`config.mk`:
```
export PLATFORM = sky130hd
export DESIGN_NAME = alu_op_issuer
export DESIGN_NICKNAME = d
export VERILOG_FILES = /design/src/rtl/alu_op_issuer.sv
export SDC_FILE = /design/constraint.sdc
export NUM_CORES = 1
export LEC_CHECK = 0
export ABC_CLOCK_PERIOD_IN_PS = 2300
export CAP_MARGIN = 20
export CORE_ASPECT_RATIO = 2
export CORE_UTILIZATION = 45
export CTS_CLUSTER_DIAMETER = 30
export DETAILED_ROUTE_END_ITERATION = 7
export PLACE_DENSITY = 0.75
export SYNTH_ARGS = -nofsm -noshare
export SYNTH_HDL_FRONTEND = slang
export SYNTH_SLANG_ARGS = --single-unit
export TNS_END_PERCENT = 1
```
`constraint.sdc`:
```
create_clock -name clk -period 2.3 [get_ports clk]
set_input_delay 0.23 -clock clk [delete_from_list [all_inputs] [get_ports clk]]
set_output_delay 0.23 -clock clk [all_outputs]
set_load 0.01 [all_outputs]
```
`src/rtl/alu_op_issuer.sv`:
```
// Command sequencer for the multicore ALU operand interface.
// Commands are queued in a small FIFO and issued one at a time. After the ALU
// result latency, the registered result and flag are returned on a
// valid/ready response channel.
module alu_op_issuer #(
    parameter int DEPTH = 4,
    parameter int LAT   = 1
) (
    input  logic                         clk,
    input  logic                         rst,
    input  logic                         cmd_valid,
    output logic                         cmd_ready,
    input  logic [7:0]                   cmd_a,
    input  logic [7:0]                   cmd_b,
    input  logic [3:0]                   cmd_op,
    output logic [7:0]                   alu_a,
    output logic [7:0]                   alu_b,
    output logic [3:0]                   alu_opcode,
    input  logic [15:0]                  alu_result,
    input  logic [15:0]                  alu_flag,
    output logic                         rsp_valid,
    input  logic                         rsp_ready,
    output logic [15:0]                  rsp_result,
    output logic [1:0]                   rsp_flag,
    output logic [3:0]                   rsp_op,
    output logic                         busy,
    output logic [$clog2(DEPTH+1)-1:0]   count
);

    localparam int AW = $clog2(DEPTH);
    localparam int CW = $clog2(DEPTH + 1);
    localparam int LW = $clog2(LAT + 1);

    typedef enum logic [1:0] {
        IDLE,
        WAIT,
        RESP
    } state_t;

    state_t        state;
    state_t        next_state;

    logic [19:0]   fifo_mem [DEPTH];
    logic [AW-1:0] wr_ptr;
    logic [AW-1:0] rd_ptr;
    logic [19:0]   head;
    logic [LW-1:0] cnt;
    logic          push;
    logic          pop;

    // Only the two low flag bits carry meaning; the rest are ignored.
    logic          unused_flag_bits;
    assign unused_flag_bits = ^alu_flag[15:2];

    // Ready comes from the registered count alone, so a pop in the same cycle
    // never opens a slot for a push while full.
    assign cmd_ready = (count != CW'(DEPTH));
    assign push      = cmd_valid && cmd_ready;
    assign head      = fifo_mem[rd_ptr];
    assign busy      = (state != IDLE) || (count != '0);

    // Next-state logic; the FIFO head is popped only on the IDLE->WAIT transition.
    always_comb begin
        next_state = state;
        pop        = 1'b0;
        case (state)
            IDLE: begin
                if (count != '0) begin
                    pop        = 1'b1;
                    next_state = WAIT;
                end
            end
            WAIT: begin
                if (cnt == '0) begin
                    next_state = RESP;
                end
            end
            RESP: begin
                if (rsp_valid && rsp_ready) begin
                    next_state = IDLE;
                end
            end
            default: next_state = IDLE;
        endcase
    end

    // State register.
    always_ff @(posedge clk) begin
        if (rst) begin
            state <= IDLE;
        end else begin
            state <= next_state;
        end
    end

    // FIFO pointers and occupancy; pointers wrap naturally since DEPTH is a power of 2.
    always_ff @(posedge clk) begin
        if (rst) begin
            wr_ptr <= '0;
            rd_ptr <= '0;
            count  <= '0;
        end else begin
            if (push) begin
                wr_ptr <= wr_ptr + AW'(1);
            end
            if (pop) begin
                rd_ptr <= rd_ptr + AW'(1);
            end
            case ({push, pop})
                2'b10:   count <= count + CW'(1);
                2'b01:   count <= count - CW'(1);
                default: count <= count;
            endcase
        end
    end

    // FIFO storage, packed as {op, a, b}; contents need no reset since count gates reads.
    always_ff @(posedge clk) begin
        if (push) begin
            fifo_mem[wr_ptr] <= {cmd_op, cmd_a, cmd_b};
        end
    end

    // Operand issue, latency countdown and response capture/handshake.
    always_ff @(posedge clk) begin
        if (rst) begin
            alu_a      <= '0;
            alu_b      <= '0;
            alu_opcode <= '0;
            cnt        <= '0;
            rsp_valid  <= 1'b0;
            rsp_result <= '0;
            rsp_flag   <= '0;
            rsp_op     <= '0;
        end else begin
            if (pop) begin
                alu_opcode <= head[19:16];
                alu_a      <= head[15:8];
                alu_b      <= head[7:0];
                cnt        <= LW'(LAT);
            end else if (state == WAIT && cnt != '0) begin
                cnt <= cnt - LW'(1);
            end

            if (state == WAIT && cnt == '0) begin
                rsp_result <= alu_result;
                rsp_flag   <= alu_flag[1:0];
                rsp_op     <= alu_opcode;
                rsp_valid  <= 1'b1;
            end else if (state == RESP && rsp_valid && rsp_ready) begin
                rsp_valid <= 1'b0;
            end
        end
    end

endmodule

```
== Yosys cells after proc, flatten, opt, wreduce, memory -nomap -nowiden ==
Memory sizes are Yosys's and may differ from the RTL's. A register that Yosys moved wholly into a read port is not among the register bits.
Cells that the tools add are included.
Cells by class
  add/subtract/negate cells: 5
  eq/ne operators: 8
  reductions and logical operators: 14
  bitwise operators: 1
  mux-type cells: 13
Operators with widths (count)
  $mux 1: 8
  $reduce_bool 2->1: 4
  $logic_and 1x1->1: 6
  $mux 2: 3
  $ne 2x2->1 const B: 3
  $pmux 2 s3: 1
  $pmux 3 s2: 1
  $add 2x1->2 const B: 2
  $eq 2x1->1 const B: 2
  $eq 2x2->1 const B: 2
  $add 3x1->3 const B: 1
  $ne 3x3->1 const B: 1
  $reduce_and 3->1: 1
  $reduce_bool 3->1: 1
  $sub 3x1->3 const B: 1
  $logic_not 2->1: 1
  $logic_or 1x1->1: 1
  $not 1->1: 1
  $sub 1x1->1 const B: 1
Word-level totals
  flip-flop bits (word level): 33
  memories: 1
  memory bits (writable): 80
  word-level logic and storage cells: 51
Memory list
  fifo_mem: words 4, width 20, read ports 1, clocked after memory_dff 1, wr ports 1, RTL line 43  | logic [19:0] fifo_mem [DEPTH];

== Logic depth before layout (Yosys ltp) ==
Gate-level depths: netlist (run 1).
  word-level depth: 5
  gate-level depth with buffers: 10
  gate-level depth less buffers: 9

== Least setup slack after synthesis (run 1) ==
Ideal clock, no wire load.
  path kind: register to register
  from: register count[2]
  to: register count[2]
  period minus slack after synthesis: 2.233 ns
  stages on the path, launching flop included: 10
  buffers on the path: 1
  setup slack: 0.067 ns
  library setup time: 0.070 ns
  required time: 2.230 ns
  data arrival time: 2.163 ns
  path through: dfxtp_1 > or3b_1 > buf_2 > nand2_1 > ha_1 > inv_1 > fa_1 > xor2_1 > or3_1 > a21oi_1
Between the ends
  elaborated cells on any way between the ends: 11
  classes of those cells: add/sub: 2; eq/ne: 3; mux: 3; reduce/logical: 3
RTL lines
  start: declaration: RTL line 27  | output logic [$clog2(DEPTH+1)-1:0] count
  start signal: assignment: RTL line 110  | 2'b10: count <= count + CW'(1);
  start signal: assignment: RTL line 111  | 2'b01: count <= count - CW'(1);
  start signal: assignment: RTL line 112  | default: count <= count;
  $ne 3x3->1 *: RTL line 57  | assign cmd_ready = (count != CW'(DEPTH));
  named net cmd_ready: RTL line 12  | output logic cmd_ready,
  $logic_and 1x1->1 *: RTL line 58  | assign push = cmd_valid && cmd_ready;
  $eq 2x1->1 / $eq 2x2->1 (equally long branches): RTL line 109  | case ({push, pop})
  $pmux 3 s2 / $reduce_bool 2->1 (equally long branches)
Mark *: on every way through the listed nets, which the timed path passes. The rest lies on a longest branch.
A chain may end at the register's enable or synchronous reset.

== Worst setup path in the final report (run 1) ==
  from: register count[2]
  to: register count[2]
Between the ends
  word-level cells in the longest chain between the ends: 5
  elaborated cells on any way between the ends: 11
  classes of those cells: add/sub: 2; eq/ne: 3; mux: 3; reduce/logical: 3
Ends and longest elaborated chain
  $reduce_bool 3->1: RTL line 68  | if (count != '0) begin
  $mux 1: RTL line 68
  $mux 1: RTL line 66  | case (state)
  $eq 2x1->1 / $eq 2x2->1 (equally long branches): RTL line 109
  $pmux 3 s2 / $reduce_bool 2->1 (equally long branches)
Several ways; a longest one is shown, not always the timed one.

==> results of run 1 <==
-- path summary, 6_finish.rpt --
path / start / end / slack, ns / cells after the start
worst max-delay path: count[2] / count[2] / 0.10 / 8
worst min-delay path: alu_result[1] / rsp_result[1] / 0.37 / 3
worst max register to register: count[2] / count[2] / 0.10 / 8
worst min register to register: rsp_result[1] / rsp_result[1] / 0.45 / 2
-- synth_stat cells (all sizes together) --
library cell,n
nand3b,1
xor2,2
clkbuf,5
a31oi,1
or3b,2
nor3b,1
nand3,2
or3,2
nor2,8
ha,5
o21ai,4
dfxtp,53
buf,15
inv,8
mux4,20
a311oi,1
fa,1
a21o,2
o31ai,1
a31o,1
edfxtp,80
and3,4
a21oi,31
nand2,50
nor4,1
a22o,20
nor3,1
-- worst reg2reg max path, delay by kind of cell, from the launching register on --
kind / cells / cell delay, ns
AO/OA/AOI/OAI: 1 / 0.14
XOR/XNOR: 1 / 0.16
adder cells (fa/ha/maj): 2 / 0.59
buffers and inverters: 1 / 0.07
flip-flops: 1 / 0.37
AND/OR/NAND/NOR: 3 / 0.80
-- flip-flops by register name, summed over array words and instances (netlist names) --
register,cells
state,2
fifo_mem,80
rsp_flag,2
rsp_valid,1
alu_a,8
count,3
rsp_op,4
rsp_result,16
alu_b,8
cnt,1
rd_ptr,2
alu_opcode,4
wr_ptr,2
-- final cells by class --
class	instances	area (µm²)	area share
clock buffer	18	429	0.0659
clock inverter	14	129	0.0198
inverter	8	30.0	0.00461
multi-input combinational	161	1300	0.199
sequential	133	3470	0.532
tap	137	171	0.0263
timing repair buffer	101	993	0.152
-- report_power, final --
group / internal [mW] / total, mW / switching [mW]
logic: 1.24 / 2.36 / 1.12
registers: 2.97 / 3.27 / 0.296
clock network: 1.49 / 2.49 / 1.00
-- layout by cell type (no fill, tap or decap), types with 2 or more instances in the layout --
cell type	n
buf_4	11
nand3_1	2
mux4_2	20
nor2_1	7
nand2_1	50
clkdlybuf4s50_1	89
a21o_1	2
and3_1	4
or3b_1	2
clkbuf_16	17
dfxtp_2	3
a22o_1	20
clkinv_4	2
a21oi_1	30
o21ai_0	4
clkinvlp_4	6
edfxtp_1	80
inv_1	7
ha_1	5
inv_6	3
dfxtp_1	50
clkinv_2	2
xor2_1	2
-- layer usage --
layer	vias up	global-route usage	part of all wire
met2	87	0.343	0.55
li1	1405	-	-
met4	0	0.0721	0.017
met3	11	0.0598	0.049
met1	1402	0.189	0.38
met5	-	0	0
-- through the flow --
stage	area, µm²	hold slack, ns	cells	utilization	power, mW
2_1_floorplan	4920	0.329	322	-	4.73
3_3_place_gp	5950	0.442	540	0.564	5.60
3_5_place_dp	5950	0.446	540	0.564	5.70
4_1_cts	6510	0.358	572	0.617	8.20
5_1_grt	6520	0.370	572	0.618	8.55
6_report	6520	0.370	572	0.618	8.12
-- kinds of logic (layout without fill, tap and decap cells) --
family,Yosys count,in the layout,synth area share
AO/OA/AOI/OAI,61,61,0.0830
XOR/XNOR,2,2,0.00356
adder cells (fa/ha/maj),6,6,0.0168
buffers and inverters,28,141,0.0341
flip-flops,133,133,0.705
multiplexers,20,20,0.0916
AND/OR/NAND/NOR,72,72,0.0664
==> impl_metrics.sql, run 1 <==
INSERT INTO impl_metrics (metric_group, metric, value, unit) VALUES
('timing', 'fmax', '455', 'MHz'),
('timing', 'tightest_slew', '0.678', 'ns'),
('drt', 'total_wire_length_after_detailed_routing', '9.50', 'mm'),
('worst_hold_path', 'holdCritPathClass', 'input port to flop', ''),
('cts', 'cts_tree', 'done', ''),
('synthesis', 'synth_largest_area_cell', 'edfxtp_1', ''),
('floorplan', 'row_count', '53', ''),
('run_status', 'outcome', 'completed', ''),
('floorplan', 'floorplan.initialDensity', '0.466', ''),
('synthesis', 'synth_top_area_frac', '0.489', ''),
('global_route', 'antenna_violations_before_repair', '0', ''),
('cts', 'clock-root-buffer', 'clkbuf_16', ''),
('cts', 'cts_hold_repair.buffers', '0', ''),
('synthesis', 'synthesis.area', '4920', 'µm²'),
('global_route', 'grt_overflow_total', '0', ''),
('placed_design', 'port_buffers', '89', ''),
('cts', 'cts.htree.levels', '4', ''),
('power', 'power_leakage', '2.23', 'nW'),
('timing', 'setup_ws', '0.101', 'ns'),
('worst_setup_path', 'criticalPathCategory', 'flop to flop', ''),
('cts', 'worst_skew_pair.late_latency', '0.41', 'ns'),
('floorplan', 'floorplan.die.width', '75.9', 'µm'),
('cts', 'max-clock-path-buffers', '2', ''),
('worst_setup_path', 'critPathBufInv', '1', ''),
('timing', 'min_period_over_period', '0.956', ''),
('timing', 'finalWorstPathRequiredPeriod', '2.20', 'ns'),
('floorplan', 'floorplan.die_area', '11400', 'µm²'),
('cells_and_area', 'antennaDiodeCount', '0', ''),
('worst_setup_path', 'kind_of_launch_point_of_the_worst_setup_path', 'flop', ''),
('cells_and_area', 'fraction_of_layout_cells_with_a_size_suffix_above_1', '0.168', ''),
('power', 'peakVddDrop', '0.000789', 'V'),
('drt', 'wire_per_inst', '16.6', 'µm'),
('synthesis', 'ys_seq_elements', '133', ''),
('floorplan', 'core-area', '10500', 'µm²'),
('synthesis', 'netlist-cell-type-count', '34', ''),
('floorplan', 'design.portCount', '104', ''),
('drt', 'remaining_design_rule_violation_count', '0', ''),
('job', 'drv.max_cap_violation_count', '0', ''),
('worst_setup_path', 'endpoint_kind', 'flop', ''),
('timing', 'timing.slew.headroom', '0.548', ''),
('synthesis', 'synth.top_cells.by_area', 'edfxtp_1, dfxtp_1, mux4_2', ''),
('drt', 'postRouteAntennaNets', '0', ''),
('global_route', 'global_route_usage_over_all_layers', '0.184', ''),
('timing', 'setup_tns', '0', 'ns'),
('floorplan', 'die_height', '150', 'µm'),
('worst_setup_path', 'slowest_cell_on_crit_path', 'fa_1', ''),
('global_route', 'grt_pass1_vias', '3048', ''),
('drt', 'number_of_optimization_iterations_in_the_first_detailed_route_pass', '4', ''),
('cts', 'cts_inserted_buffers', '17', ''),
('timing', 'finalHoldViolCount', '0', ''),
('power', 'powerDensity', '1250', 'nW/µm²'),
('cells_and_area', 'layout.nets', '484', ''),
('synthesis', 'yosysWarningCount', '0', ''),
('synthesis', 'cells_after_synth', '322', ''),
('synthesis', 'post_synthesis_area_per_instance', '15.3', 'µm²'),
('worst_setup_path', 'crit_path_max_fanout', '6', ''),
('worst_setup_path', 'worst_ep_arrival_time', '2.54', 'ns'),
('cts', 'cts_sinks', '133', ''),
('drt', 'viasPerCell', '5.08', ''),
('synthesis', 'synth_sequential_area_ratio', '0.705', ''),
('drt', 'drt_iter0_markers', '158', ''),
('timing', 'grt_setup_unrepaired', 'false', ''),
('cts', 'cts_post_setup_buffers_inserted', '0', ''),
('synthesis', 'mappedNetlistNets', '384', ''),
('worst_setup_path', 'critical_path.max_stage_delay', '0.39', 'ns'),
('timing', 'finClkSkew', '0.00742', 'ns'),
('global_route', 'grt_first_pass_wirelength', '15.6', 'mm'),
('worst_setup_path', 'crit_path_cell_trace', 'or3b_1 > nand2_1 > ha_1 > inv_1 > fa_1 > xor2_1 > or3_1 > a21oi_1', ''),
('placed_design', 'dpl.hpwl', '6.25', 'mm'),
('timing', 'report.final.slew_viol_count', '0', ''),
('cts', 'clk_transition_reported_paths', '0.05', 'ns'),
('worst_setup_path', 'cpLargestDelayFamily', 'simple AND/OR/NAND/NOR gates', ''),
('cells_and_area', 'n_fill_cell', '755', ''),
('drt', 'num_vias', '2905', ''),
('global_route', 'grt_start_max_net_pins', '29', ''),
('worst_setup_path', 'critPathRequiredTime', '2.64', 'ns'),
('placed_design', 'place.gp.congestion', '0.747', ''),
('timing', 'setup_violations', '0', ''),
('placed_design', 'dp_slack', '0.0761', 'ns'),
('cts', 'cts-resized-gates', '0', ''),
('cells_and_area', 'syn2layout_area_growth', '32.6', '%');
Note: power is estimated with default switching activity, not from simulation.
==> run 2: changes to the inputs <==
--- a/config.mk
+++ b/config.mk
@@ -8,6 +8,7 @@
 export ABC_CLOCK_PERIOD_IN_PS = 2300
 export CAP_MARGIN = 20
 export CORE_ASPECT_RATIO = 2
+export CORE_MARGIN = 2
 export CORE_UTILIZATION = 45
 export CTS_CLUSTER_DIAMETER = 30
 export DETAILED_ROUTE_END_ITERATION = 7
==> impl_metrics.sql, run 2 (synthesis gave the netlist of run 1 again) <==
INSERT INTO impl_metrics (metric_group, metric, value, unit) VALUES
('worst_setup_path', 'endpoint_kind', 'flop', ''),
('power', 'peakVddDrop', '0.000810', 'V'),
('worst_setup_path', 'critPathRequiredTime', '2.64', 'ns'),
('global_route', 'gr-usage-met3', '0.0398', ''),
('timing', 'report.final.slew_viol_count', '0', ''),
('timing', 'fmax', '463', 'MHz'),
('worst_setup_path', 'crit_path_max_fanout', '6', ''),
('drt', 'wire_per_inst', '17.2', 'µm'),
('cells_and_area', 'final_cell_count_no_fill', '576', ''),
('global_route', 'grt_util_met1', '0.177', ''),
('global_route', 'grt_start_max_net_pins', '29', ''),
('cells_and_area', 'syn2layout_area_growth', '33.7', '%'),
('timing', 'finClkSkew', '0.00731', 'ns'),
('floorplan', 'core-area', '10800', 'µm²'),
('placed_design', 'port_buffers', '89', ''),
('worst_setup_path', 'criticalPathCategory', 'flop to flop', ''),
('floorplan', 'design.portCount', '104', ''),
('global_route', 'grt_pass1_vias', '3203', ''),
('cells_and_area', 'antennaDiodeCount', '0', ''),
('run_status', 'outcome', 'completed', ''),
('cts', 'max-clock-path-buffers', '2', ''),
('timing', 'setup_violations', '0', ''),
('cells_and_area', 'layout.cells.most_common_list', 'clkdlybuf4s50_1, edfxtp_1, dfxtp_1, nand2_1, a21oi_1', ''),
('cells_and_area', 'fin_util', '0.608', ''),
('floorplan', 'floorplan.die_area', '11800', 'µm²'),
('cts', 'cts_tree', 'done', ''),
('cts', 'cts_post_setup_buffers_inserted', '0', ''),
('timing', 'finalWorstPathRequiredPeriod', '2.16', 'ns'),
('floorplan', 'floorplan.initialDensity', '0.455', ''),
('floorplan', 'floorplan.die.width', '77.9', 'µm'),
('cts', 'cts_inserted_buffers', '17', ''),
('cells_and_area', 'final_design_area_no_fill', '6570', 'µm²'),
('cts', 'cts_sinks', '133', ''),
('global_route', 'global_route_usage_over_all_layers', '0.179', ''),
('cells_and_area', 'layout.nets', '485', ''),
('drt', 'viasPerCell', '5.16', ''),
('placed_design', 'place.gp.congestion', '0.748', ''),
('power', 'post_route_total_power', '8.37', 'mW'),
('cells_and_area', 'fraction_of_layout_cells_with_a_size_suffix_above_1', '0.172', ''),
('drt', 'remaining_design_rule_violation_count', '0', ''),
('drt', 'postRouteAntennaNets', '0', ''),
('power', 'powerDensity', '1270', 'nW/µm²'),
('global_route', 'grt_first_pass_wirelength', '15.8', 'mm'),
('floorplan', 'row_count', '54', ''),
('cts', 'clock-root-buffer', 'clkbuf_16', ''),
('global_route', 'antenna_violations_before_repair', '0', ''),
('timing', 'whs', '0.361', 'ns'),
('worst_hold_path', 'holdCritPathClass', 'input port to flop', ''),
('global_route', 'grt.busiest_layer', 'met2', ''),
('global_route', 'grt_overflow_total', '0', ''),
('timing', 'grt_setup_unrepaired', 'false', ''),
('cts', 'worst_skew_pair.late_latency', '0.41', 'ns'),
('timing', 'setup_tns', '0', 'ns'),
('global_route', 'groute.layer.met2.usage', '0.333', ''),
('timing', 'setup_ws', '0.141', 'ns'),
('placed_design', 'dp_slack', '0.124', 'ns'),
('job', 'drv.max_cap_violation_count', '0', ''),
('drt', 'num_vias', '2975', ''),
('timing', 'finalHoldViolCount', '0', ''),
('timing', 'timing.slew.headroom', '0.525', ''),
('cts', 'cts.htree.levels', '4', ''),
('placed_design', 'placedInstanceArea', '5960', 'µm²'),
('drt', 'drt_iter0_markers', '144', ''),
('cells_and_area', 'layout_commonest_cell', 'clkdlybuf4s50_1', ''),
('worst_setup_path', 'worst_ep_arrival_time', '2.50', 'ns'),
('timing', 'tightest_slew', '0.712', 'ns'),
('cells_and_area', 'registers.top_by_ff_count', 'fifo_mem', ''),
('drt', 'total_wire_length_after_detailed_routing', '9.89', 'mm'),
('cells_and_area', 'largest_register_ff_count', '80', ''),
('cts', 'clk_transition_reported_paths', '0.06', 'ns'),
('placed_design', 'place.detailed.instances', '544', ''),
('worst_setup_path', 'minimum_setup_slack_among_reg_to_reg_paths', '0.14', 'ns'),
('cells_and_area', 'largestRegisters', 'fifo_mem: 80 flops, rsp_result: 16 flops', ''),
('power', 'power_leakage', '2.27', 'nW'),
('drt', 'number_of_optimization_iterations_in_the_first_detailed_route_pass', '4', ''),
('worst_setup_path', 'kind_of_launch_point_of_the_worst_setup_path', 'flop', ''),
('floorplan', 'die_height', '152', 'µm'),
('timing', 'min_period_over_period', '0.939', ''),
('placed_design', 'dpl.hpwl', '6.27', 'mm');
run 2: changes by cell type in the layout (fill, tap and decap cells not counted):
cell | previous run | this run
dfxtp_1 | 50 | 51
or3b_1 | 2 | 1
dfxtp_2 | 3 | 2
buf_4 | 11 | 12
clkinvlp_4 | 6 | 2
clkinv_4 | 2 | 3
or3b_4 | 0 | 1
clkbuf_1 | 1 | 0
clkinv_2 | 2 | 4
bufinv_16 | 1 | 3
run 2: worst max-delay path: stages (launching register included):
cell and delay, ns:
dfxtp_2 0.36, or3b_4 0.41, nand2_1 0.08, ha_1 0.18, inv_1 0.06, fa_1 0.38, xor2_1 0.16, or3_1 0.30
a21oi_1 0.15
run 2: path summary, 6_finish.rpt:
kind,start,endpoint,cells past startpoint
hold / removal,alu_flag[0],rsp_flag[0],3
setup / recovery,count[0],count[2],8
hold reg to reg,rsp_result[10],rsp_result[10],2
setup reg to reg,count[0],count[2],8
run 2: what timing repair did:
item	CTS	global route
endpoints found under the setup margin	0	1
resized for setup	0	3
hold buffers	0	0
hold endpoints to repair	0	0
run 2: power by group:
part	switching [mW]	leakage (nW)	internal [mW]	total, mW
combinational	1.20	0.813	1.26	2.46
clock	0.993	0.294	1.71	2.70
sequential	0.246	1.17	2.97	3.21
run 2: cell type report:
| cell class | count | area, µm² |
|---|---|---|
| inverter | 8 | 30.0 |
| fill | 824 | 4240 |
| timing repair buffer | 102 | 1000 |
| tap | 140 | 175 |
| multi-input combinational | 161 | 1300 |
| clock buffer | 17 | 425 |
| sequential | 133 | 3470 |
| clock inverter | 15 | 178 |
run 2: metal layers:
metal	wire, µm	share of wire
met4	306	0.031
met3	473	0.048
met2	5630	0.57
met1	3480	0.35
met5	0	0
